[config.mk]
export PLATFORM = sky130hd
export DESIGN_NAME = uart_rx
export DESIGN_NICKNAME = d
export VERILOG_FILES = /design/src/rtl/uart_pkg.sv /design/src/rtl/uart_sync.sv /design/src/rtl/uart_rx.sv
export SDC_FILE = /design/constraint.sdc
export NUM_CORES = 1
export LEC_CHECK = 0
export CAP_MARGIN = 30
export CORE_MARGIN = 2
export CORE_UTILIZATION = 60
export DETAILED_ROUTE_END_ITERATION = 7
export DONT_BUFFER_PORTS = 1
export PLACE_DENSITY = 0.79
export SETUP_SLACK_MARGIN = 0.3
export SLEW_MARGIN = 40
export SYNTH_ARGS = -nofsm -noshare
export SYNTH_HDL_FRONTEND = slang
export SYNTH_SLANG_ARGS = --single-unit
[constraint.sdc]
create_clock -name Clk -period 2.2 [get_ports Clk]
set_input_delay 0.44 -clock Clk [delete_from_list [all_inputs] [get_ports Clk]]
set_output_delay 0.44 -clock Clk [all_outputs]
set_load 0.01 [all_outputs]
[src/rtl/uart_pkg.sv]
// Frame constants and receiver state encoding shared by the UART transmitter and receiver.
package uart_pkg;

  localparam int UART_NBITS = 8;
  localparam int UART_OVERSAMPLE = 16;
  localparam logic UART_IDLE_LEVEL = 1'b1;

  typedef enum logic [2:0] {
    IDLE,
    START,
    DATA,
    STOP,
    BRK
  } uart_state_e;

endpackage

[src/rtl/uart_sync.sv]
// Two-flop synchronizer for asynchronous inputs; resets to the line idle level by default.
module uart_sync
  import uart_pkg::*;
#(
  parameter int WIDTH = 1,
  parameter logic [WIDTH-1:0] RESET_VAL = {WIDTH{UART_IDLE_LEVEL}}
) (
  input  logic             Clk,
  input  logic             Rst,
  input  logic [WIDTH-1:0] async_i,
  output logic [WIDTH-1:0] sync_o
);

  logic [WIDTH-1:0] meta_q;
  logic [WIDTH-1:0] sync_q;

  always_ff @(posedge Clk) begin
    if (Rst) begin
      meta_q <= RESET_VAL;
      sync_q <= RESET_VAL;
    end else begin
      meta_q <= async_i;
      sync_q <= meta_q;
    end
  end

  assign sync_o = sync_q;

endmodule

[src/rtl/uart_rx.sv]
// UART receiver: oversampled start/data/stop decoding with framing-error and break handling.
module uart_rx
  import uart_pkg::*;
#(
  parameter int NBITS      = UART_NBITS,
  parameter int OVERSAMPLE = UART_OVERSAMPLE
) (
  input  logic             Clk,
  input  logic             Rst,
  input  logic             tick,
  input  logic             Rx,
  output logic [NBITS-1:0] RxData,
  output logic             RxDone,
  output logic             RxErr,
  output logic             RxBusy
);

  localparam int CW = $clog2(OVERSAMPLE);
  localparam int BW = (NBITS > 1) ? $clog2(NBITS) : 1;
  localparam logic [CW-1:0] CNT_HALF = CW'(OVERSAMPLE / 2 - 1);
  localparam logic [CW-1:0] CNT_LAST = CW'(OVERSAMPLE - 1);
  localparam logic [BW-1:0] BIT_LAST = BW'(NBITS - 1);

  logic rxSync;

  uart_state_e      state_q, state_d;
  logic [CW-1:0]    cnt_q, cnt_d;
  logic [BW-1:0]    bit_q, bit_d;
  logic [NBITS-1:0] shift_q, shift_d;
  logic [NBITS-1:0] data_q, data_d;
  logic             done_q, done_d;
  logic             err_q, err_d;

  uart_sync #(.WIDTH(1)) rxSyncInst (
    .Clk    (Clk),
    .Rst    (Rst),
    .async_i(Rx),
    .sync_o (rxSync)
  );

  always_ff @(posedge Clk) begin
    if (Rst) begin
      state_q <= IDLE;
      cnt_q   <= '0;
      bit_q   <= '0;
      shift_q <= '0;
      data_q  <= '0;
      done_q  <= 1'b0;
      err_q   <= 1'b0;
    end else begin
      state_q <= state_d;
      cnt_q   <= cnt_d;
      bit_q   <= bit_d;
      shift_q <= shift_d;
      data_q  <= data_d;
      done_q  <= done_d;
      err_q   <= err_d;
    end
  end

  // Everything holds between ticks; only the one-cycle pulses fall back to zero.
  always_comb begin
    state_d = state_q;
    cnt_d   = cnt_q;
    bit_d   = bit_q;
    shift_d = shift_q;
    data_d  = data_q;
    done_d  = 1'b0;
    err_d   = 1'b0;
    if (tick) begin
      unique case (state_q)
        IDLE: begin
          if (!rxSync) begin
            state_d = START;
            cnt_d   = '0;
          end
        end
        START: begin
          if (cnt_q == CNT_HALF) begin
            cnt_d   = '0;
            bit_d   = '0;
            state_d = rxSync ? IDLE : DATA;
          end else begin
            cnt_d = cnt_q + 1'b1;
          end
        end
        DATA: begin
          if (cnt_q == CNT_LAST) begin
            shift_d = NBITS'({rxSync, shift_q} >> 1);
            cnt_d   = '0;
            if (bit_q == BIT_LAST) begin
              state_d = STOP;
            end else begin
              bit_d = bit_q + 1'b1;
            end
          end else begin
            cnt_d = cnt_q + 1'b1;
          end
        end
        STOP: begin
          if (cnt_q == CNT_LAST) begin
            cnt_d = '0;
            if (rxSync) begin
              data_d  = shift_q;
              done_d  = 1'b1;
              state_d = IDLE;
            end else begin
              err_d   = 1'b1;
              state_d = BRK;
            end
          end else begin
            cnt_d = cnt_q + 1'b1;
          end
        end
        BRK: begin
          if (rxSync) begin
            state_d = IDLE;
          end
        end
        default: state_d = IDLE;
      endcase
    end
  end

  assign RxData = data_q;
  assign RxDone = done_q;
  assign RxErr  = err_q;
  assign RxBusy = (state_q != IDLE);

endmodule
* Yosys cells after proc, flatten, opt, wreduce, memory -nomap -nowiden
Index checks and enable logic that the tools add are counted.
** Storage, ports and cells
- Latch bits :: 0
- Memories kept :: 0
- Bits in read-only memories :: 0
- Bits in registers :: 30
- Word-level logic and storage cells :: 58
- Bits in writable memories :: 0
** Cells by class
- $mul :: 0
- Equality and inequality tests :: 14
- Bitwise logic cells :: 3
- $add $sub $neg :: 2
- Reduce and logical (&&, ||, !) cells :: 11
- Magnitude comparators :: 0
- Div/mod/pow operators :: 0
- Shifts and indexed selects :: 0
- Mux-type cells :: 19
** Operators by type and width (number)
- $mux W3 :: 10
- $pmux W3 S5 :: 1
- $mux W4 :: 3
- $ne A2 B2 Y1 const B :: 6
- $pmux W4 S3 :: 1
- $reduce_and A7 Y1 :: 1
- $eq A3 B2 Y1 const B :: 2
- $eq A3 B3 Y1 const B :: 2
- $pmux W3 S2 :: 1
- $reduce_and A3 Y1 :: 2
- $reduce_bool A3 Y1 :: 2
- $reduce_and A5 Y1 :: 1
- $add A4 B1 Y4 const B :: 1
- $eq A4 B3 Y1 const B :: 1
- $eq A4 B4 Y1 const B :: 1
- $reduce_and A4 Y1 :: 1
- $reduce_or A4 Y1 :: 1
- $add A3 B1 Y3 const B :: 1
- $eq A3 B1 Y1 const B :: 1
- $logic_not A3 Y1 :: 1
- $not A1 Y1 :: 3
- $mux W1 :: 2
- $mux W2 :: 1
- $ne A2 B1 Y1 const B :: 1
- other kinds (2) :: 2

* Depth between registers and ports, before layout
- Word-level depth :: 4
- Depth in mapped cells :: 7
- Mapped depth without buffers :: 6

* Hierarchy
Synthesis repeated with hierarchy kept, for this count alone.
** Second synthesis, totals
- Cell total of the unflattened synthesis :: 139
- Area, all modules :: 1332.5 um^2
** Modules (own cells, without submodules)
- uart_rx :: area each 1280.0 um^2, instances 1, sequential area each 560.5 um^2, cells an instance 135
- uart_sync :: area each 52.6 um^2, instances 1, sequential area each 40.0 um^2, cells an instance 4

* Least setup slack after synthesis
OpenSTA, ideal clock, no wires.
- Path type :: reg-to-reg
- Start point :: reg cnt_q[0]
- End point :: reg shift_q[0]
- Setup time :: 128 ps
- Data required time :: 2072 ps
- Setup slack :: 704 ps
- Cell stages (with the launch flop) :: 8
- Period minus slack after synthesis :: 1496 ps
- Path buffers :: 2
- Arrival time :: 1369 ps
- Cells stage by stage :: dfxtp_1 > ha_1 > and2_1 > buf_4 > and4_1 > buf_6 > mux2i_1 > nor2_1
** On the way
- Word-level cells in the longest chain between the ends :: 2
** RTL lines
- from (decl) :: RTL line uart_rx.sv:27 : logic [CW-1:0] cnt_q, cnt_d;
- from (signal assigned) :: RTL line uart_rx.sv:52 : cnt_q <= cnt_d;
- $eq A4 B4 Y1 :: RTL line uart_rx.sv:88 : if (cnt_q == CNT_LAST) begin
- $reduce_and A3 Y1 (no source line)
- to (signal assigned) :: RTL line uart_rx.sv:54 : shift_q <= shift_d;
- to (decl) :: RTL line uart_rx.sv:29 : logic [NBITS-1:0] shift_q, shift_d;
Every way passes these cells.
A chain may end at the register's enable or synchronous reset.

* Final worst setup path
- Start point :: reg state_q[1]
- End point :: out RxBusy
** On the way
- Word-level cells in the longest chain between the ends :: 1
** RTL lines
- from (decl) :: RTL line uart_rx.sv:26 : uart_state_e state_q, state_d;
- from (signal assigned) :: RTL line uart_rx.sv:51 : state_q <= state_d;
- $reduce_bool A3 Y1 :: RTL line uart_rx.sv:128 : assign RxBusy = (state_q != IDLE);
- to (decl) :: RTL line uart_rx.sv:15 : output logic RxBusy
Every way passes these cells.

==> results_tabular.tex <==
\begin{tabular}{lr}
\hline
Metric & Value \\
\hline
\multicolumn{2}{l}{\textbf{Logic synthesis}} \\
\quad Synthesized-area fraction occupied by ao, oa, aoi and oai cells & 0.0967 \\
\quad Dominant combinational cell family by area after synthesis & simple AND/OR/NAND/NOR gates \\
\quad Post-synth cell types & 37 \\
\quad XOR/XNOR Fraction of Synth Area & 0.00645 \\
\quad Share of synthesized cell area in and, or, nand and nor gates & 0.250 \\
\quad Portion of the post-synthesis area used by sequential elements & 0.442 \\
\quad Post-synth net total & 148 \\
\quad Most area-consuming cells after synthesis & sky130\_fd\_sc\_hd\_\_dfxtp\_1 (44\%), sky130\_fd\_sc\_hd\_\_mux2i\_1 (13\%), sky130\_fd\_sc\_hd\_\_nor2\_1 (6.1\%) \\
\quad Mean instance size in the synthesized netlist & 9.64 um2 \\
\quad Adder-cell area share of the yosys netlist & 0.0276 \\
\quad Area share of the largest cell type after synthesis & 0.442 \\
\quad Post-Syn Instances & 141 \\
\quad Post-synthesis instance area & 0.00136 mm2 \\
\quad Number of register bits inferred by synthesis & 30 \\
\quad Cell type with the highest aggregate area in the netlist & sky130\_fd\_sc\_hd\_\_dfxtp\_1 \\
\quad Post-synthesis mux area share & 0.125 \\
\quad Yosys warning total & 0 \\
\multicolumn{2}{l}{\textbf{Die}} \\
\quad Core Footprint & 0.00217 mm2 \\
\quad Die span in y & 51.6 um \\
\quad Count of pins on the block boundary & 15 \\
\quad Total Die Area & 0.00266 mm2 \\
\quad Die width & 51.6 um \\
\quad Initial Utilization & 0.626 \\
\quad Std cell rows & 17 \\
\multicolumn{2}{l}{\textbf{Layout}} \\
\quad Number of fill cells in the layout & 182 \\
\quad Leading cell types in the layout, fill and taps excluded & sky130\_fd\_sc\_hd\_\_dfxtp\_1 (30), sky130\_fd\_sc\_hd\_\_nor2\_1 (22), sky130\_fd\_sc\_hd\_\_mux2i\_1 (17), sky130\_fd\_sc\_hd\_\_nand2\_1 (9), sky130\_fd\_sc\_hd\_\_a21oi\_1 (7) \\
\quad Diode count & 0 \\
\quad Layout cells sized above 1 & 0.157 \\
\quad Post-route cell area & 0.00145 mm2 \\
\quad Most frequent standard cell in the layout excluding fill and tap cells & sky130\_fd\_sc\_hd\_\_dfxtp\_1 \\
\quad Final standard cell utilization of the core & 0.668 \\
\quad Area grow syn2layout & 6.63\% \\
\quad Net total in the final layout & 146 \\
\multicolumn{2}{l}{\textbf{Global routing}} \\
\quad Global-route wire length before repair & 3820 um \\
\quad Initial antenna violation count & 0 \\
\quad Total congestion overflow & 0 \\
\quad Vias in the first global route & 891 \\
\quad Largest net degree at the start of global routing & 31 \\
\quad Aggregate global-route resource usage & 0.203 \\
\multicolumn{2}{l}{\textbf{Placed design}} \\
\quad RD Place Congestion & 0.853 \\
\quad Quantity of I/O buffers inserted on ports & 0 \\
\quad HPWL reported at the end of detailed placement & 1540 um \\
\quad Placed cell areas & 0.00134 mm2 \\
\multicolumn{2}{l}{\textbf{STA}} \\
\quad RSZ-0062 raised after global routing & false \\
\quad Worst max-slew margin expressed relative to the limit & 0.770 \\
\quad FMAX & 594 MHz \\
\quad Setup TNS & 0 ns \\
\quad Slew at the pin with the worst max-slew slack & 0.345 ns \\
\quad Crit path time final & 1.68 ns \\
\quad Final count of pins violating max slew & 0 \\
\quad Hold Violations, Final & 0 \\
\quad Skew final & 0.00754 ns \\
\quad Total of endpoints with negative setup slack in the final report & 0 \\
\quad Period utilisation layout & 0.765 \\
\multicolumn{2}{l}{\textbf{Routing}} \\
\quad Mean routed wirelength per cell & 13.4 um \\
\quad Detailed-router iteration count before antenna repair & 4 \\
\quad Drt initial violations & 15 \\
\quad Vias & 944 \\
\quad DRT Wirelength & 2250 um \\
\quad DR DRC count & 0 \\
\quad DRT antenna net count & 0 \\
\quad Avg Vias per Cell & 5.62 \\
\multicolumn{2}{l}{\textbf{Setup path}} \\
\quad Critical path class & reg -> out \\
\quad Arrival time at the worst endpoint & 1.24 ns \\
\quad Maximum fanout count along the critical path & 13 \\
\quad Setup slack of the most critical reg-to-reg path & 0.53 ns \\
\quad Category of the worst setup path capture point & output port \\
\quad Critical Path Max Stage Delay & 0.43 ns \\
\quad Slowest-stage cell, CP & sky130\_fd\_sc\_hd\_\_or3\_1 \\
\quad Kind of start point of the critical path & flop \\
\quad Data required, critical path & 1.76 ns \\
\quad Crit-path leading delay family & simple AND/OR/NAND/NOR gates \\
\quad Cells traversed along the worst timing path & buf\_4 -> or3\_1 \\
\quad Buffers and inverters on the worst path & 1 \\
\multicolumn{2}{l}{\textbf{Power and ir drop}} \\
\quad Largest vdd supply drop & 0.000849 V \\
\quad Leakage power of the design & 0.589 nW \\
\quad Power density cells & 785 mW/mm2 \\
\multicolumn{2}{l}{\textbf{Run status}} \\
\quad Status & finished clean \\
\multicolumn{2}{l}{\textbf{Run}} \\
\quad Max-cap violation count & 0 \\
\multicolumn{2}{l}{\textbf{Clock tree}} \\
\quad Sink Count & 30 \\
\quad Clock slew at reported path FFs & 0.09 ns \\
\quad CTS H-tree depth & 2 \\
\quad Number of CTS-inserted buffers & 5 \\
\quad Clock latency of the later-clocked register in the worst-skew pair & 0.33 ns \\
\quad Clock tree root driver cell & sky130\_fd\_sc\_hd\_\_clkbuf\_4 \\
\quad Number of setup buffers added after CTS & 0 \\
\quad Clock buffer depth & 2 \\
\quad CTS tree & yes \\
\multicolumn{2}{l}{\textbf{Worst hold path}} \\
\quad Kind of path behind the tightest hold check & in -> reg \\
\hline
\end{tabular}
-- final timing paths --
check	startpoint	end	depth (start not counted)
setup / recovery	state_q[1]$_SDFFE_PP0P_	RxBusy	2
hold / removal	Rst	cnt_q[3]$_SDFFE_PP0P_	1
setup reg to reg	cnt_q[0]$_SDFFE_PP0P_	shift_q[3]$_SDFFE_PP0P_	5
hold reg to reg	rxSyncInst.meta_q$_SDFF_PP1_	rxSyncInst.sync_o$_SDFF_PP1_	1
-- synthesized netlist by cell type (all sizes together) --
| library cell | instances |
|---|---|
| a2111oi | 1 |
| nand2 | 9 |
| and4 | 1 |
| nand4 | 2 |
| a32oi | 2 |
| and2b | 1 |
| nand2b | 1 |
| and4b | 1 |
| and3 | 1 |
| clkbuf | 4 |
| nor3b | 5 |
| nor2 | 22 |
| inv | 1 |
| o211ai | 1 |
| and4bb | 1 |
| mux2i | 17 |
| a21oi | 8 |
| xnor2 | 1 |
| or3 | 2 |
| dfxtp | 30 |
| buf | 6 |
| a21o | 3 |
| o21ai | 4 |
| nor3 | 1 |
| nor2b | 2 |
| or2 | 5 |
| and2 | 1 |
| nand3b | 1 |
| nand3 | 4 |
| ha | 3 |
-- worst register-to-register path, delay by kind of cell (launching register included) --
family                     cells  cell delay, ns
and+or+nand+nor                3            0.74
DFF                            1            0.40
muxes                          1            0.24
adders and majority gates      1            0.20
-- layer usage --
metal / wire [um] / part of all wire / global-route usage
met5: 0 / 0 / 0
met3: 112 / 0.050 / 0.0833
met1: 959 / 0.43 / 0.214
met4: 40 / 0.018 / 0.140
met2: 1130 / 0.50 / 0.327
-- state kept, by name, summed over array words and instances (netlist names) --
signal             cells
cnt_q                  4
RxErr                  1
rxSyncInst.meta_q      1
shift_q                8
state_q                3
RxDone                 1
bit_q                  3
RxData                 8
rxSyncInst.sync_o      1
-- area by class of cell --
type	count	area [um2]	share of cell area
inverter	1	3.75	0.00259
sequential	30	601	0.415
multi-input combinational	100	691	0.477
timing repair buffer	1	7.51	0.00518
tap	28	35.0	0.0242
clock inverter	2	60.1	0.0415
clock buffer	6	51.3	0.0354
-- kinds of logic after synthesis --
family          Yosys count
compound gates           19
xor+xnor                  1
fa+ha+maj                 3
flops                    30
simple gates             60
buf+inv                  11
mux                      17
-- stage by stage --
| stage | hold WS, ns | worst slack, ns | instances | total power, mW |
|---|---|---|---|---|
| global placement | 0.392 | 0.404 | 160 | 0.579 |
| global route | 0.127 | 0.417 | 168 | 1.17 |
| floorplan | 0.389 | 0.704 | 141 | 0.587 |
| detailed placement | 0.394 | 0.340 | 160 | 0.580 |
| CTS | 0.130 | 0.314 | 168 | 1.16 |
| finish | 0.160 | 0.516 | 168 | 1.14 |
-- timing repair --
action                                 in CTS  in global routing
resized for setup                           0                  2
hold buffers                                0                  0
setup endpoints to repair                   0                  8
endpoints found under the hold margin       0                  0
-- power breakdown --
part           switching, mW  internal (mW)
clock                  0.186          0.385
combinational        0.00934        0.00779
sequential           0.00452          0.545
Power figures use the tool's default switching activity.
==> edit, RTL diff (same flow settings) <==
Re-encode `uart_state_e` (5 states) as one-hot, 5 bits wide.
--- a/src/rtl/uart_pkg.sv
+++ b/src/rtl/uart_pkg.sv
@@ -5,12 +5,12 @@
   localparam int UART_OVERSAMPLE = 16;
   localparam logic UART_IDLE_LEVEL = 1'b1;
 
-  typedef enum logic [2:0] {
-    IDLE,
-    START,
-    DATA,
-    STOP,
-    BRK
+  typedef enum logic [4:0] {
+    IDLE  = 5'b00001,
+    START = 5'b00010,
+    DATA  = 5'b00100,
+    STOP  = 5'b01000,
+    BRK   = 5'b10000
   } uart_state_e;
 
 endpackage
Behaviour: same outputs for any inputs over 10 cycles, from zero or initial values and one cycle with Rst high; not proved beyond that.
==> edit against the original RTL <==
Register-to-register slack got worse by 0.35 ns; via count increased by 33%; fmax shrank 17%; worst setup slack worse by 0.34 ns; synthesized area is 5.0% higher; wire length grew 37%; critical path depth increased by 3; cell area up 16%; die area grew 4.6%; sequential cell count grew 2; critical endpoint is now bit_q[0]; largest cell class unchanged.
Power is not compared: it rests on default switching activity, and its combinational part moved more than twofold at a synthesized area within 25%.
==> edit: results (changes against the original RTL) <==
metric,value,unit,change
arrival,2.29,ns,was 1.24 ns
hold_end,bit_q[0],,was cnt_q[3]
worstMarginPinSlew,0.492,ns,was 0.345 ns
whs,0.164,ns,was 0.160 ns
ys_types,37,,unchanged
grt_util_met1,0.299,,was 0.214
grt.met3_usage,0.0714,,was 0.0833
slowest_delay,0.54,ns,was 0.43 ns
reg2reg_from,state_q[3],,was cnt_q[0]
grt_pass1_vias,1153,,was 891
placed_area,1470,µm²,was 1340 µm²
met3WireLength,224,µm,was 112 µm
cts_setup_buffers,2,,was 0
drt-total-wl,3070,µm,was 2250 µm
drtIter0Drc,46,,was 15
status,"complete, no violations",,unchanged
cp_slowest_cell,or4_4,,was or3_1
synth_nets,169,,was 148
vias,1253,,was 944
synth_area_leaders,"dfxtp_1, mux2i_1, nor2_1",,unchanged
nMultiInputCombCells,119,,was 100
seqCellArea,652,µm²,was 601 µm²
routabilityCongestion,1.01,,was 0.853
worstPathMaxFanout,6,,was 13
r2r-end,bit_q[0],,was shift_q[3]
skew,0.0115,ns,was 0.00754 ns
dp_worst_setup_slack,0.0881,ns,was 0.340 ns
grt_max_degree,34,,was 31
ys_ff_latch,32,,was 30
r2r_slack,0.18,ns,was 0.53 ns
power.density,636,nW/µm²,
ys_seq_area_frac,0.449,,was 0.442
routed_via_density,6.27,,was 5.62
grtUsageMet2,0.371,,was 0.327
buffers_excl_clock,9,,was 1
placedCellCount,186,,was 160
syn_to_final_growth,17.5,%,was 6.63%
grt_pass1_wl,4890,µm,was 3820 µm
signal_buffer_area_fraction,0.0403,,was 0.00518
fill_cells,160,,was 182
n_all_inverters,4,,was 1
cts_resized,8,,was 0
grtUsageTotal,0.238,,was 0.203
diodes,0,,unchanged
dpl.hpwl,1950,µm,was 1540 µm
yosys-top-cells-count,"dfxtp_1, nor2_1, mux2i_1, a21oi_1, o21ai_0",,"was dfxtp_1, nor2_1, mux2i_1, nand2_1, a21oi_1"
multiInputGateArea,831,µm²,was 691 µm²
nets,178,,was 146
wl_met1,1300,µm,was 959 µm
clock_cell_area_share,0.0455,,was 0.0769
whs_path_depth,1,,unchanged
wl_met2,1510,µm,was 1130 µm
drive_above_1_share,0.238,,was 0.157
synth.avg_cell_area,8.80,µm²,was 9.64 µm²
edit: how the worst max path moves through the flow:
| stage | start | to | slack, ns | cells after the start |
|---|---|---|---|---|
| 2_1_floorplan | state_q[0] | bit_q[0] | 0.27 | 5 |
| 3_3_place_gp | state_q[4] | RxData[6] | 0.16 | 5 |
| 3_5_place_dp | state_q[4] | RxData[6] | 0.09 | 5 |
| 4_1_cts | state_q[0] | bit_q[0] | 0.19 | 5 |
| 5_1_grt | state_q[3] | bit_q[0] | 0.12 | 5 |
| 6_report | state_q[3] | bit_q[0] | 0.18 | 5 |
edit: kinds of logic after synthesis:
| group | after synthesis | synth area share |
|---|---|---|
| and+or+nand+nor | 63 | 0.228 |
| AOI/OAI and AO/OA | 36 | 0.153 |
| DFF | 32 | 0.449 |
| muxes | 15 | 0.105 |
| buffers and inverters | 12 | 0.0325 |
| adders and majority gates | 3 | 0.0263 |
| xor gates and xnor gates | 1 | 0.00614 |
